<file path="src/rtl/cic_comp_fir.sv">
// cic_comp_fir: serial multiply-accumulate compensation FIR placed after a
// CIC decimator. One MAC per clock over a TAPS-deep circular sample buffer,
// round-half-up to the output width with saturation, one-cycle eno strobe.
// Optional 2:1 decimation is selected by defining CIC_COMP_FIR_DECI2_EN.
module cic_comp_fir #(
    parameter int W    = 10,
    parameter int CW   = 16,
    parameter int TAPS = 15,
    parameter logic signed [CW-1:0] COEF [TAPS] = '{
        -16'sd100,  16'sd200,  -16'sd400,  16'sd700,  -16'sd1200,
         16'sd2500, 16'sd6000,  16'sd9400, 16'sd6000,  16'sd2500,
        -16'sd1200, 16'sd700,  -16'sd400,  16'sd200,  -16'sd100
    }
) (
    input  logic         clk,
    input  logic         rst,
    input  logic         eni,
    input  logic [W-1:0] in,
    output logic         eno,
    output logic [W-1:0] out,
    output logic         busy,
    output logic         ovf
);

    // Accumulator wide enough that a full pass of worst-case products cannot wrap.
    localparam int AW = W + CW + $clog2(TAPS);
    localparam int PW = $clog2(TAPS);
    // Width of the accumulator after dropping the CW-1 fractional bits.
    localparam int RW = AW - (CW - 1);
    localparam logic [PW-1:0] LAST = PW'(TAPS - 1);
    localparam logic signed [AW-1:0] HALF = {{(AW - 1){1'b0}}, 1'b1} << (CW - 2);
    localparam logic signed [RW-1:0] MAXV = RW'((2 ** (W - 1)) - 1);
    localparam logic signed [RW-1:0] MINV = RW'(-(2 ** (W - 1)));

    typedef enum logic [1:0] {
        IDLE  = 2'd0,
        MAC   = 2'd1,
        ROUND = 2'd2,
        OUT   = 2'd3
    } state_t;

    state_t                state_q;
    logic signed [W-1:0]   buf_q [TAPS];
    logic [PW-1:0]         wr_ptr_q;
    logic [PW-1:0]         rd_ptr_q;
    logic [PW-1:0]         tap_q;
    logic signed [AW-1:0]  acc_q;
    logic [W-1:0]          out_q;
    logic                  eno_q;
    logic                  busy_q;
    logic                  ovf_q;
`ifdef CIC_COMP_FIR_DECI2_EN
    logic                  phase_q;
`endif

    logic                  accept_s;
    logic                  drop_s;
    logic                  start_s;
    logic [PW-1:0]         wr_ptr_d;
    logic [PW-1:0]         rd_ptr_d;
    logic signed [W+CW-1:0] prod_s;
    logic signed [AW-1:0]  acc_d;

    // Round half up (add half an LSB, floor) and clamp to the W-bit range.
    function automatic logic [W-1:0] round_sat(input logic signed [AW-1:0] a);
        logic signed [AW-1:0] biased;
        logic signed [RW-1:0] q;
        logic [W-1:0]         r;
        biased = a + HALF;
        q      = biased[AW-1:CW-1];
        if (q > MAXV) begin
            r = MAXV[W-1:0];
        end else if (q < MINV) begin
            r = MINV[W-1:0];
        end else begin
            r = q[W-1:0];
        end
        return r;
    endfunction

    assign accept_s = eni && (state_q == IDLE);
    assign drop_s   = eni && (state_q != IDLE);
`ifdef CIC_COMP_FIR_DECI2_EN
    assign start_s  = accept_s && phase_q;
`else
    assign start_s  = accept_s;
`endif

    // Pointer stepping: write pointer walks forward, read pointer walks back in time.
    always_comb begin
        wr_ptr_d = wr_ptr_q;
        rd_ptr_d = rd_ptr_q;
        if (wr_ptr_q == LAST) begin
            wr_ptr_d = '0;
        end else begin
            wr_ptr_d = wr_ptr_q + PW'(1);
        end
        if (rd_ptr_q == '0) begin
            rd_ptr_d = LAST;
        end else begin
            rd_ptr_d = rd_ptr_q - PW'(1);
        end
    end

    // One tap product x[n-k]*COEF[k], sign-extended into the accumulator.
    always_comb begin
        prod_s = buf_q[rd_ptr_q] * COEF[tap_q];
        acc_d  = acc_q + {{(AW - W - CW){prod_s[W+CW-1]}}, prod_s};
    end

    // Sample capture, FSM sequencing, MAC datapath and registered outputs.
    always_ff @(posedge clk or posedge rst) begin
        if (rst) begin
            state_q  <= IDLE;
            for (int i = 0; i < TAPS; i++) begin
                buf_q[i] <= '0;
            end
            wr_ptr_q <= '0;
            rd_ptr_q <= '0;
            tap_q    <= '0;
            acc_q    <= '0;
            out_q    <= '0;
            eno_q    <= 1'b0;
            busy_q   <= 1'b0;
            ovf_q    <= 1'b0;
`ifdef CIC_COMP_FIR_DECI2_EN
            phase_q  <= 1'b0;
`endif
        end else begin
            // A strobe while busy is lost; remember it until reset.
            ovf_q <= ovf_q | drop_s;
            if (accept_s) begin
                buf_q[wr_ptr_q] <= in;
                wr_ptr_q        <= wr_ptr_d;
`ifdef CIC_COMP_FIR_DECI2_EN
                phase_q         <= ~phase_q;
`endif
            end
            case (state_q)
                IDLE: begin
                    eno_q <= 1'b0;
                    if (start_s) begin
                        state_q  <= MAC;
                        busy_q   <= 1'b1;
                        acc_q    <= '0;
                        tap_q    <= '0;
                        rd_ptr_q <= wr_ptr_q;
                    end
                end
                MAC: begin
                    acc_q    <= acc_d;
                    rd_ptr_q <= rd_ptr_d;
                    if (tap_q == LAST) begin
                        state_q <= ROUND;
                        tap_q   <= '0;
                    end else begin
                        tap_q   <= tap_q + PW'(1);
                    end
                end
                ROUND: begin
                    out_q   <= round_sat(acc_q);
                    eno_q   <= 1'b1;
                    state_q <= OUT;
                end
                OUT: begin
                    eno_q   <= 1'b0;
                    busy_q  <= 1'b0;
                    state_q <= IDLE;
                end
                default: begin
                    eno_q   <= 1'b0;
                    busy_q  <= 1'b0;
                    state_q <= IDLE;
                end
            endcase
        end
    end

    assign eno  = eno_q;
    assign out  = out_q;
    assign busy = busy_q;
    assign ovf  = ovf_q;

endmodule

</file>
<file path="config.mk">
export PLATFORM = sky130hd
export DESIGN_NAME = cic_comp_fir
export DESIGN_NICKNAME = d
export VERILOG_FILES = /design/src/rtl/cic_comp_fir.sv
export SDC_FILE = /design/constraint.sdc
export NUM_CORES = 1
export LEC_CHECK = 0
export CAP_MARGIN = 40
export CORE_MARGIN = 2
export CORE_UTILIZATION = 53
export DETAILED_ROUTE_END_ITERATION = 12
export GPL_TIMING_DRIVEN = 0
export PLACE_DENSITY_LB_ADDON = 0.08
export SYNTH_ARGS = -nofsm -noshare
export SYNTH_HDL_FRONTEND = slang
export SYNTH_SLANG_ARGS = --single-unit
</file>
<file path="constraint.sdc">
create_clock -name clk -period 26.4 [get_ports clk]
set_input_delay 3.96 -clock clk [delete_from_list [all_inputs] [get_ports clk]]
set_output_delay 3.96 -clock clk [all_outputs]
set_load 0.01 [all_outputs]
</file>
# [After elaboration in Yosys (flattened, before gate mapping)]
# Memory sizes are Yosys's and may differ from the RTL's.
# Index checks and enable logic that the tools add are counted.
# W data, S select, Z words.
[word_totals] out_inout_bits=13 regBits=207 wordCells=86 in_bits=13 memories=1 rom_bits=256
[classes] order_cmp=6 mul=1 n_bitwise=4 addsub=5 eq_ne=7 muxes=25 reduce_logical=13
[memory_table] name="(no name shown)" words=16 width=16 read_ports=1 rd_clocked_by_memory_dff=0 wr=0 line_no="107" text="prod_s = buf_q[rd_ptr_q] * COEF[tap_q];"
[ops] cell="$bwmux W150" n=1
[ops] cell="$pmux W30 S2" n=1
[ops] cell="$mux W10" n=5
[ops] cell="$bmux W10 S4" n=1
[ops] cell="$demux W10 S4" n=1
[ops] cell="$mux W16" n=2
[ops] cell="$add A30 B16 Y30 const B" n=1
[ops] cell="$add A30 B30 Y30" n=1
[ops] cell="$mux W30" n=1
[ops] cell="$mul A10 B16 Y26" n=1
[ops] cell="$mux W4" n=5
[ops] cell="$pmux W4 S2" n=2
[ops] cell="$ge A5 B5 Y1 const B" n=3
[ops] cell="$gt A15 B10 Y1 const B" n=1
[ops] cell="$lt A15 B10 Y1 const B" n=1
[ops] cell="$not A4 Y5" n=3
[ops] cell="$add A4 B1 Y4 const B" n=2
[ops] cell="$eq A4 B4 Y1 const B" n=2
[ops] cell="$pmux W2 S4" n=1
[ops] cell="$reduce_bool A2 Y1" n=4
[ops] cell="$reduce_and A2 Y1" n=3
[ops] cell="$lt A5 B1 Y1 const B" n=1
[ops] cell="$eq A2 B2 Y1 const B" n=2
[ops] cell="$logic_not A4 Y1" n=1
[ops] cell="10 further kinds" n=15

# [Longest topological paths before layout]
# Gate-level depths: netlist of the first run.
[logic_depth] word_depth=7 mapped_depth=41 ltp_nobuf=38

# [Worst setup path after synthesis of the first run]
# OpenSTA, ideal clock, no wires.
[synth_timing] path_kind="register to register" startpoint="reg rd_ptr_q[0]" endpoint="reg acc_q[29]" synth_period_minus_slack_ns=8.308 setup_slack_ns=18.092 path_stages_with_launch=33 n_path_buf=3 t_required_ns=26.326 setup_ns=0.074 arrival_ns=8.234 cell_sequence="dfrtp_1 > buf_4 > buf_2 > mux4_2 > mux4_2 > clkbuf_1 > nand2_1 > fa_1 > inv_1 > fa_1 > fa_1 > inv_1 > fa_1 > fa_1 > inv_1 > ha_1 > a21o_1 > a21o_1 > a21o_2 > o21bai_1 > a21o_1 > a21oi_1 > xnor2_1 > ha_1 > a21o_1 > nand2_1 > nand2b_1 > or3_1 > a211oi_1 > o41ai_2 > xnor2_1 > or3_1 > o21ai_2"
[synth_via] elab_chain_cells=7
[synth_lines] element="start, declared" line_no="45" text="logic [PW-1:0] rd_ptr_q;"
[synth_lines] element="start signal, assigned" line_no="147" text="rd_ptr_q <= wr_ptr_q;"
[synth_lines] element="start signal, assigned" line_no="152" text="rd_ptr_q <= rd_ptr_d;"
[synth_lines] element="$not A4 Y5 (not written as such)" line_no="107"
[synth_lines] element="$bmux W10 S4" line_no="107"
[synth_lines] element="$mux W10 (not written as such) (2 in a row)" line_no="107"
[synth_lines] element="$mul A10 B16 Y26" line_no="107"
[synth_lines] element="$add A30 B30 Y30" line_no="108" text="acc_d = acc_q + {{(AW - W - CW){prod_s[W+CW-1]}}, prod_s};"
[synth_lines] element="$pmux W30 S2" line_no="139" text="case (state_q)"
[synth_lines] element="end signal, assigned" line_no="121" text="acc_q <= '0;"
[synth_lines] element="end signal, assigned" line_no="145" text="acc_q <= '0;"
[synth_lines] element="end signal, assigned" line_no="151" text="acc_q <= acc_d;"
[synth_lines] element="end, declared" line_no="47" text="logic signed [AW-1:0] acc_q;"
# No other way between the ends. The select of a mux whose other input is x is not followed.
# A chain may end at the register's enable or synchronous reset.

# [Worst setup path after layout of the first run]
# Ends and elaborated chain as after synthesis.

==> results.md, run 1 <==
- Vias in the first global route: 11723
- Post-Syn Area: around 0.016 mm2
- Final instance area: about 0.018 mm2
- Slew Limit Fails: 0
- Fin crit share: 36.6%
- CP Launch Type: flip-flop
- Worst r2r path cells: 38
- CP Max Fanout: 10
- Post-synthesis register bit count: 205
- Row count: 63
- Hold slack: 0.452 ns
- Hold path startpoint: ovf$_DFF_PP0_
- Sequential fraction of the synthesis area: approximately a third
- Drt drc: 0
- Die Y: 178 um
- DPL Wire Length: 29600 um
- Async set-or-reset flop fraction in the synthesized netlist: 100%
- Critical path required time: 26.85 ns
- Initial antenna violation count: 0
- CTS sink cnt: 205
- Top FF cell, synth: dfrtp_1
- Initial Utilization: 54.0%
- Tmin final: around 9.7 ns
- Worst rel slew slack: 31.2%
- Routed vias: 11173
- Slowest-stage cell, CP: clkbuf_1
- Max incr delay on CP: 0.59 ns
- Final Hold Viols: 0
- RSZ-0062 raised after global routing: no
- Worst-margin pin slew: 1.03 ns
- Cts hold-fix bufs: 0
- Critical Path Stages: 38
- Post-route insts no fill: ~2000
- Critical path capture point type: flip-flop
- Port buffer count: 24
- Mapped Avg Cell Area: 10.6 um2
- Vias per cell: ~5.6
- DRT iter0 DRCs: around 610
- Drt total wl: 38700 um
- Largest delay share family, worst path: adder cells
- Die area: 0.0318 mm2
- Cts bufs inserted: 24
- 1st-pass router iterations: 5
- Wirelength per Cell: 19.3 um
- Worst path bufs/invs: 8
- Post-Place Cells: 1960
- Worst Hold Class: flip-flop to flip-flop
- Crit Path Class: flip-flop to flip-flop
- Maxcap violations: 0
- Setup Fix Bufs, Post-CTS: 0
- Most used cell along the critical path: fa_1
- Area after DPL: 0.0171 mm2
- Distinct cells, synth: 68
- Root buffer cell: clkbuf_16
- Gr ovfl total: 0
- TNS Setup: 0 ns
- Syn Nets: between 1500 and 2000
- All-Layer GR Usage: 25.7%
- Max Fclk: 104 MHz
- Clock Skews: 0.0188 ns
- Largest net degree at the start of global routing: ~110
- Final ANT Viol Nets: 0
- Critical Path Start: rd_ptr_q[0]$_DFFE_PP0P_
- Most common cell after layout, fill and taps aside: dfrtp_1
- Commonest non-fill, non-tap cells in the layout: dfrtp_1, inv_1, mux2_2, nand2_1, fa_1
- Crit path DAT: 10.11 ns
- Hold-critical path depth: 1
- Layout cell share with drive strength beyond 1: 18.0%
- Reg clk slew, reported paths: about 0.06 ns
- Post-synth EDFFs: 0
- Reg-to-reg critical path startpoint: rd_ptr_q[0]$_DFFE_PP0P_
- Diodes inserted: 0
- Post-CTS resize count: 0
- Routability Congestion: approximately 0.9
- P&R area growth vs syn: 10.9%
- Io pins: 26
- Fillers: 2534
- Outcome: finished, final reports clean
- First-pass GRT wire length: 62900 um
- Final setup violation count: 0
- Die Wd: 178 um
- Yosys warns: 0
- Final-stage net count: 1828
- Clk_lat worst skew: 0.54 ns
- H-tree depth: 1
- Cell count after synthesis: ~1500
- CTS tree: yes
- Core Region: 0.0298 mm2
- Clock buffer depth: 3
## worst register-to-register path: cells and delay by family, from the launching register on
family          cells  cell delay [ns]
compound gates     13             2.23
xor+xnor            2             0.28
fa+ha+maj           7             3.25
buf+inv             8             2.10
flops               1             0.34
simple gates        8             1.38
## flip-flops by register name, summed over array words and instances (netlist names)
signal,count
eno,1
wr_ptr_q,4
buf_q,150
rd_ptr_q,4
state_q,2
ovf,1
tap_q,4
busy,1
acc_q,28
out,10
## final cells by class
cell class | instances | area (um2) | share of cell area (%)
Multi-Input combinational cell | 1073 | 10000 | 56.2
Sequential cell | 205 | 5130 | 28.7
Clock buffer | 35 | 702 | 3.93
Inverter | 182 | 691 | 3.87
Tap cell | 390 | 488 | 2.73
Timing Repair Buffer | 45 | 468 | 2.62
Buffer | 66 | 278 | 1.56
Clock inverter | 7 | 63.8 | 0.358
## logic make-up (layout without fill, tap and decap cells)
| kind of cell | after synthesis | in the layout | synth area share, % |
|---|---|---|---|
| and+or+nand+nor | 357 | 357 | 10.1 |
| buffers and inverters | 248 | 335 | 5.97 |
| AOI/OAI and AO/OA | 234 | 234 | 9.66 |
| adders and majority gates | 218 | 218 | 22.5 |
| DFF | 205 | 205 | 31.9 |
| muxes | 204 | 204 | 16.5 |
| xor gates and xnor gates | 60 | 60 | 3.31 |
## synth_stat cells (all sizes together), types with 4 or more instances
cell type,n,area share [%]
fa,120,15
clkbuf,46,1.1
a211oi,9,0.42
o21a,17,0.79
nor2,105,2.5
nand2b,22,0.85
nor2b,24,0.93
nand4,7,0.31
or3,7,0.27
mux4,34,4.8
a31oi,10,0.43
ha,98,7.6
o21bai,11,0.51
nand2,130,3.0
inv,182,4.2
and2,8,0.31
o31ai,6,0.37
or2,4,0.16
dfrtp,205,32
a21oi,51,1.6
o21ai,68,2.2
and3,8,0.31
mux2i,16,0.99
a21o,22,1.0
xnor2,35,2.0
mux2,154,11
buf,20,0.65
nor3,11,0.34
o211ai,15,0.70
nand3,23,0.71
xor2,25,1.4
## metal layers
layer  global-route usage [%]  routed length [um]
met1                     33.1               16500
met4                     7.52                1130
met2                     45.1               19500
met3                     3.94                1570
met5                        0                   0
## final timing paths
path | end | slack, ns
max | acc_q[29]$_DFFE_PP0P_ | 16.74
min | ovf$_DFF_PP0_ | 0.45
max reg2reg | acc_q[29]$_DFFE_PP0P_ | 16.74
max in group asynchronous | buf_q[16]$_DFFE_PP0P_ | 21.44
min in group asynchronous | buf_q[92]$_DFFE_PP0P_ | 3.99
min reg2reg | ovf$_DFF_PP0_ | 0.45
## per-stage QoR
stage                     utilization, %  setup slack [ns]
after global placement              56.5             14.01
after CTS                           59.9             16.68
final                               59.9             16.74
after detailed placement            57.3             16.73
after floorplan                        -             16.84
after global routing                59.9             16.16
Power of run 1 is left out: the tool's default activity adds up to more than one toggle a clock period on the data nets, which glitch-free logic cannot reach.
==> inputs of run 2 (changes only) <==
- clock period: 26.4 -> 8.3 ns (I/O delays scaled with it)
==> run 2 against run 1 <==
Effect of this change:
- critical path type unchanged
- critical path depth is 3 lower
- hold slack better by 0.0052 ns
- critical endpoint unchanged
- routed wire length is 4.6% higher
- die area stayed put
- clock skew is 0.0081 ns lower
- sequential share of layout area is 2.0 points lower
==> results.md, run 2 (synthesized netlist as in run 1, its figures left out) <==
- Outcome: finished, final reports clean
- Hold-critical path depth: 1 (unchanged)
- Worst Hold Class: flip-flop to flip-flop
- Root buffer cell: clkbuf_16
- Drt total wl: 40500 um (+4.6%)
- CP Launch Type: flip-flop
- R2r setup slk: 0.04 ns (-16.71 ns)
- Fin crit share: 99.6% (+63 points)
- Tmin final: 8.26 ns (-1.39 ns)
- Core Region: 0.0298 mm2 (unchanged)
- Crit path DAT: 8.72 ns (-1.39 ns)
- 1st-pass router iterations: 5 (unchanged)
- Largest net degree at the start of global routing: 126 (+17%)
- Cts bufs inserted: 23 (-4.2%)
- Fin worst setup slack: 0.0360 ns (-16.71 ns)
- Initial antenna violation count: 0 (unchanged)
- Routability Congestion: 0.902 (+0.67%)
- Final Hold Viols: 0 (unchanged)
- Max incr delay on CP: 0.55 ns (-0.04 ns)
- Worst-margin pin slew: 0.862 ns (-0.171 ns)
- Crit Path Class: flip-flop to flip-flop
- Clk_lat worst skew: 0.53 ns (about the same)
- CP Max Fanout: 6 (-4)
- Die area: 0.0318 mm2 (unchanged)
- Most used cell along the critical path: fa_1
- Layout cell share with drive strength beyond 1: 27.4% (+9.4 points)
- Reg clk slew, reported paths: 0.06 ns (about the same)
- Hold path startpoint: ovf$_DFF_PP0_
- Gr ovfl total: 0 (unchanged)
- Critical path capture point type: flip-flop
- CTS sink cnt: 205 (unchanged)
- Hold slack: 0.457 ns (+0.00516 ns)
- Vias in the first global route: 12101 (+3.2%)
- First-pass GRT wire length: 65000 um (+3.3%)
- Final setup violation count: 0 (unchanged)
- DRT iter0 DRCs: 704 (+16%)
- Reg-to-reg critical path startpoint: rd_ptr_q[0]$_DFFE_PP0P_
- Clock Skews: 0.0106 ns (-0.00815 ns)
- Critical path required time: 8.75 ns (-18.10 ns)
- Initial Utilization: 54.0% (unchanged)
- DPL Wire Length: 29400 um (-0.89%)
- Hold EP: ovf$_DFF_PP0_
- Most common cell after layout, fill and taps aside: dfrtp_1
- H-tree depth: 1 (unchanged)
- Row count: 63 (unchanged)
- CTS tree: yes
- Port buffer count: 24 (unchanged)
- Slew Limit Fails: 0 (unchanged)
- All-Layer GR Usage: 26.6% (+0.88 points)
- Reg2reg end: acc_q[29]$_DFFE_PP0P_
- Die Wd: 178 um (unchanged)
- RSZ-0062 raised after global routing: yes
- Clock buffer depth: 3 (unchanged)
- Largest Register: buf_q
- Io pins: 26 (unchanged)
- Commonest non-fill, non-tap cells in the layout: dfrtp_1, inv_1, mux2_2, nand2_1, fa_1
- Slowest-stage cell, CP: fa_1
- Routed vias: 11693 (+4.7%)
- Vias per cell: 5.64 (+1.2%)
- Setup WS pre-CTS: -1.45 ns (-18.18 ns)
- Wirelength per Cell: 19.6 um (+1.2%)
- Final ANT Viol Nets: 0 (unchanged)
- Finished Core Util: 64.3% (+4.4 points)
- P&R area growth vs syn: 19.0%
- Final-stage net count: 1896 (+3.7%)
- Maxcap violations: 0 (unchanged)
- TNS Setup: 0 ns (unchanged)
- Die Y: 178 um (unchanged)
- Max Fclk: 121 MHz (+17%)
- Worst rel slew slack: 42.6% (+11 points)
- Diodes inserted: 0 (unchanged)
- Drt drc: 0 (unchanged)
- Largest register FFs: 150 (unchanged)
- Worst r2r path cells: 35 (-7.9%)
==> run 2: cell types whose count changed in the layout (fill, tap and decap cells not counted), moves of 9 or more <==
| cell | before | now |
|---|---|---|
| clkbuf_1 | 51 | 35 |
| a21oi_1 | 51 | 38 |
| nand2_2 | 0 | 9 |
| buf_8 | 4 | 13 |
| inv_1 | 181 | 169 |
| buf_12 | 0 | 11 |
| inv_2 | 0 | 10 |
| ha_1 | 98 | 85 |
| o21ai_0 | 62 | 50 |
| buf_4 | 11 | 68 |
| a21oi_2 | 0 | 9 |
| ha_4 | 0 | 11 |
| nand2_1 | 130 | 121 |
==> run 2: worst max-delay path, delay by kind of cell, from the launching register on <==
| kind | cells | cell delay [ns] |
|---|---|---|
| AOI/OAI and AO/OA | 9 | 1.65 |
| and+or+nand+nor | 7 | 0.97 |
| xor gates and xnor gates | 2 | 0.29 |
| buffers and inverters | 8 | 0.95 |
| muxes | 2 | 0.73 |
| DFF | 1 | 0.39 |
| adders and majority gates | 7 | 3.22 |
==> run 2: final cells by class <==
type	instances	area, um2
plain buffers	61	375
clock buffers	26	597
clock inverters	16	179
fillers	2432	10600
inverters	182	697
multi-input cells	1073	10500
flip-flops and latches	205	5130
well taps	390	488
repair buffers	119	1190
==> run 2: layer usage <==
metal	track usage (%)	part of all wire, %
met5	0	0
met4	8.67	3.4
met3	3.15	4.3
met2	46.5	50
met1	34.5	42
==> run 2: how the worst max path moves through the flow <==
stage                                  from                    end  slack [ns]  cells past startpoint
finish              rd_ptr_q[0]$_DFFE_PP0P_  acc_q[29]$_DFFE_PP0P_        0.04                     35
CTS                 rd_ptr_q[0]$_DFFE_PP0P_  acc_q[29]$_DFFE_PP0P_       -0.02                     34
floorplan           rd_ptr_q[0]$_DFFE_PP0P_  acc_q[29]$_DFFE_PP0P_        0.04                     32
global route        rd_ptr_q[0]$_DFFE_PP0P_  acc_q[29]$_DFFE_PP0P_       -0.33                     38
detailed placement  rd_ptr_q[0]$_DFFE_PP0P_  acc_q[29]$_DFFE_PP0P_       -1.45                     36
global placement    rd_ptr_q[0]$_DFFE_PP0P_  acc_q[29]$_DFFE_PP0P_       -1.45                     36
==> run 2: per-stage QoR <==
| step | instances | instance area, um2 |
|---|---|---|
| after global routing | 2072 | 19200 |
| final | 2072 | 19200 |
| after global placement | 1940 | 16800 |
| after CTS | 2063 | 18900 |
| after floorplan | 1526 | 16100 |
| after detailed placement | 1958 | 17100 |
==> run 2: timing repair <==
action	4_1_cts	5_1_grt
gates resized for setup	115	50
buffers inserted	68	13
hold buffers	0	0
endpoints found under the setup margin	15	10
pin swaps	71	47
Power of run 2 is left out for the same reason.
==> inputs of run 3 (changes only) <==
- ABC_CLOCK_PERIOD_IN_PS: unset -> 8300
- SLEW_MARGIN: unset -> 20
==> run 3 against run 2 <==
Effect of this change:
- the run now ends with setup timing left
- register-to-register slack got worse by 0.09 ns
- die area unchanged
- critical path depth decreased by 1
- worst setup slack got worse by 0.086 ns
- first-iteration DRC count decreased by 14%
- flip-flop and latch count unchanged
- critical path type unchanged
- largest cell class unchanged
==> results.md, run 3 (synthesized netlist as in run 1, its figures left out) <==
- Critical path capture point type: flip-flop
- Drt total wl: 41300 um (+2.0%)
- Max incr delay on CP: 0.62 ns (+0.07 ns)
- Largest Register: buf_q
- Die area: 0.0318 mm2 (unchanged)
- CP Max Fanout: 7 (+1)
- Vias in the first global route: 12179 (+0.64%)
- Cts bufs inserted: 24 (+4.3%)
- RSZ-0062 raised after global routing: yes
- CP Launch Type: flip-flop
- Largest register FFs: 150 (unchanged)
- Cts hold-fix bufs: 0 (unchanged)
- Slew Limit Fails: 0 (unchanged)
- Outcome: finished, violations left
- Routability Congestion: 0.902 (unchanged)
- Drt drc: 0 (unchanged)
- Final setup violation count: 1 (+1)
- Largest delay share family, worst path: adder cells
- Tmin final: 8.35 ns (+0.0860 ns)
- 1st-pass router iterations: 5 (unchanged)
- Core Region: 0.0298 mm2 (unchanged)
- Fin worst setup slack: -0.0500 ns (-0.0860 ns)
- Row count: 63 (unchanged)
- DRT iter0 DRCs: 606 (-14%)
- Fin crit share: 101% (+1.0 points)
- Clock buffer depth: 3 (unchanged)
- Setup WS pre-CTS: -1.51 ns (-0.0613 ns)
- Largest net degree at the start of global routing: 96 (-24%)
- DPL Wire Length: 29600 um (+1.0%)
- Max Fclk: 120 MHz (-1.0%)
- CTS sink cnt: 205 (unchanged)
- CTS tree: yes
- Initial Utilization: 54.0% (unchanged)
- Initial antenna violation count: 0 (unchanged)
- Die Wd: 178 um (unchanged)
- Diodes inserted: 0 (unchanged)
- Vias per cell: 5.62 (-0.35%)
- Fillers: 2415 (-0.70%)
- Commonest non-fill, non-tap cells in the layout: dfrtp_1, inv_1, mux2_2, fa_1, nand2_1
- Worst Hold Class: flip-flop to flip-flop
- Root buffer cell: clkbuf_16
- First-pass GRT wire length: 66300 um (+2.1%)
- H-tree depth: 1 (unchanged)
- Failing checks: setup timing
- Layout cell share with drive strength beyond 1: 28.9% (+1.5 points)
- Crit path DAT: 8.80 ns (+0.08 ns)
- Die Y: 178 um (unchanged)
- Clock Skews: 0.0227 ns (+0.0121 ns)
- Wirelength per Cell: 19.8 um (+1.4%)
- Final instance area: 0.0194 mm2 (+1.3%)
- Io pins: 26 (unchanged)
- Most common cell after layout, fill and taps aside: dfrtp_1
- P&R area growth vs syn: 20.5%
- Routed vias: 11725 (+0.27%)
- Maxcap violations: 0 (unchanged)
- Area after DPL: 0.0171 mm2 (about the same)
- Crit Path Class: flip-flop to flip-flop
- Worst rel slew slack: 39.0% (-3.6 points)
- Worst-margin pin slew: 0.915 ns (+0.0534 ns)
- Worst path bufs/invs: 7 (-1)
- Final ANT Viol Nets: 0 (unchanged)
- All-Layer GR Usage: 27.1% (+0.53 points)
- Most used cell along the critical path: fa_1
- Final Hold Viols: 0 (unchanged)
- Slowest-stage cell, CP: mux4_2
- Reg clk slew, reported paths: 0.06 ns (about the same)
- Port buffer count: 24 (unchanged)
- Final-stage net count: 1911 (+0.79%)
- Gr ovfl total: 0 (unchanged)
- Critical path required time: 8.75 ns (about the same)
- Clk_lat worst skew: 0.54 ns (about the same)
run 3: cell types whose count changed in the layout (fill, tap and decap cells not counted), moves of 3 or more:
| cell | previous run | this run |
|---|---|---|
| clkinv_2 | 9 | 5 |
| buf_2 | 5 | 8 |
| buf_6 | 14 | 20 |
| clkbuf_8 | 1 | 6 |
| buf_4 | 68 | 76 |
| nand2_2 | 9 | 14 |
| bufinv_16 | 3 | 0 |
| nand2_1 | 121 | 114 |
| nor2_2 | 6 | 9 |
| buf_8 | 13 | 9 |
run 3: routing by layer:
metal,routed length [um],up-vias,GRT usage (%)
li1,-,5460,-
met1,17400,5943,35.2
met2,21300,245,48.1
met3,1540,77,2.88
met4,1160,0,8.20
met5,0,-,0
run 3: layout make-up:
type	count	area, um2	area share [%]
flip-flops and latches	205	5130	26.4
repair buffers	134	1340	6.90
inverters	182	697	3.59
clock buffers	34	698	3.60
clock inverters	7	63.8	0.329
plain buffers	60	400	2.06
well taps	390	488	2.51
multi-input cells	1073	10600	54.6
run 3: path summary, 6_finish.rpt:
check,start,endpoint,slack (ns),depth (start not counted)
setup / recovery,rd_ptr_q[0]$_DFFE_PP0P_,acc_q[29]$_DFFE_PP0P_,-0.05,34
hold / removal,ovf$_DFF_PP0_,ovf$_DFF_PP0_,0.46,1
setup reg to reg,rd_ptr_q[0]$_DFFE_PP0P_,acc_q[29]$_DFFE_PP0P_,-0.05,34
hold reg to reg,ovf$_DFF_PP0_,ovf$_DFF_PP0_,0.46,1
max in group asynchronous,rst,buf_q[16]$_DFFE_PP0P_,6.04,4
min in group asynchronous,rst,eno$_DFFE_PP0P_,1.11,2
run 3: per-stage QoR:
| stage | TNS (ns) | instances | utilization (%) | hold WS [ns] |
|---|---|---|---|---|
| 6_report | -0.0500 | 2085 | 65.1 | 0.457 |
| 3_3_place_gp | -284.46 | 1940 | 56.5 | 0.440 |
| 5_1_grt | -1.04 | 2085 | 65.1 | 0.485 |
| 4_1_cts | -0.0206 | 2051 | 63.2 | 0.464 |
| 3_5_place_dp | -13.45 | 1957 | 57.4 | 0.451 |
| 2_1_floorplan | 0 | 1526 | - | 0.455 |
run 3: repair_timing:
item,CTS,global route
gates cloned,2,0
pin swaps,69,60
setup buffers,57,35
endpoints found under the setup margin,16,11
resized for setup,124,84
Power of run 3 is left out for the same reason.
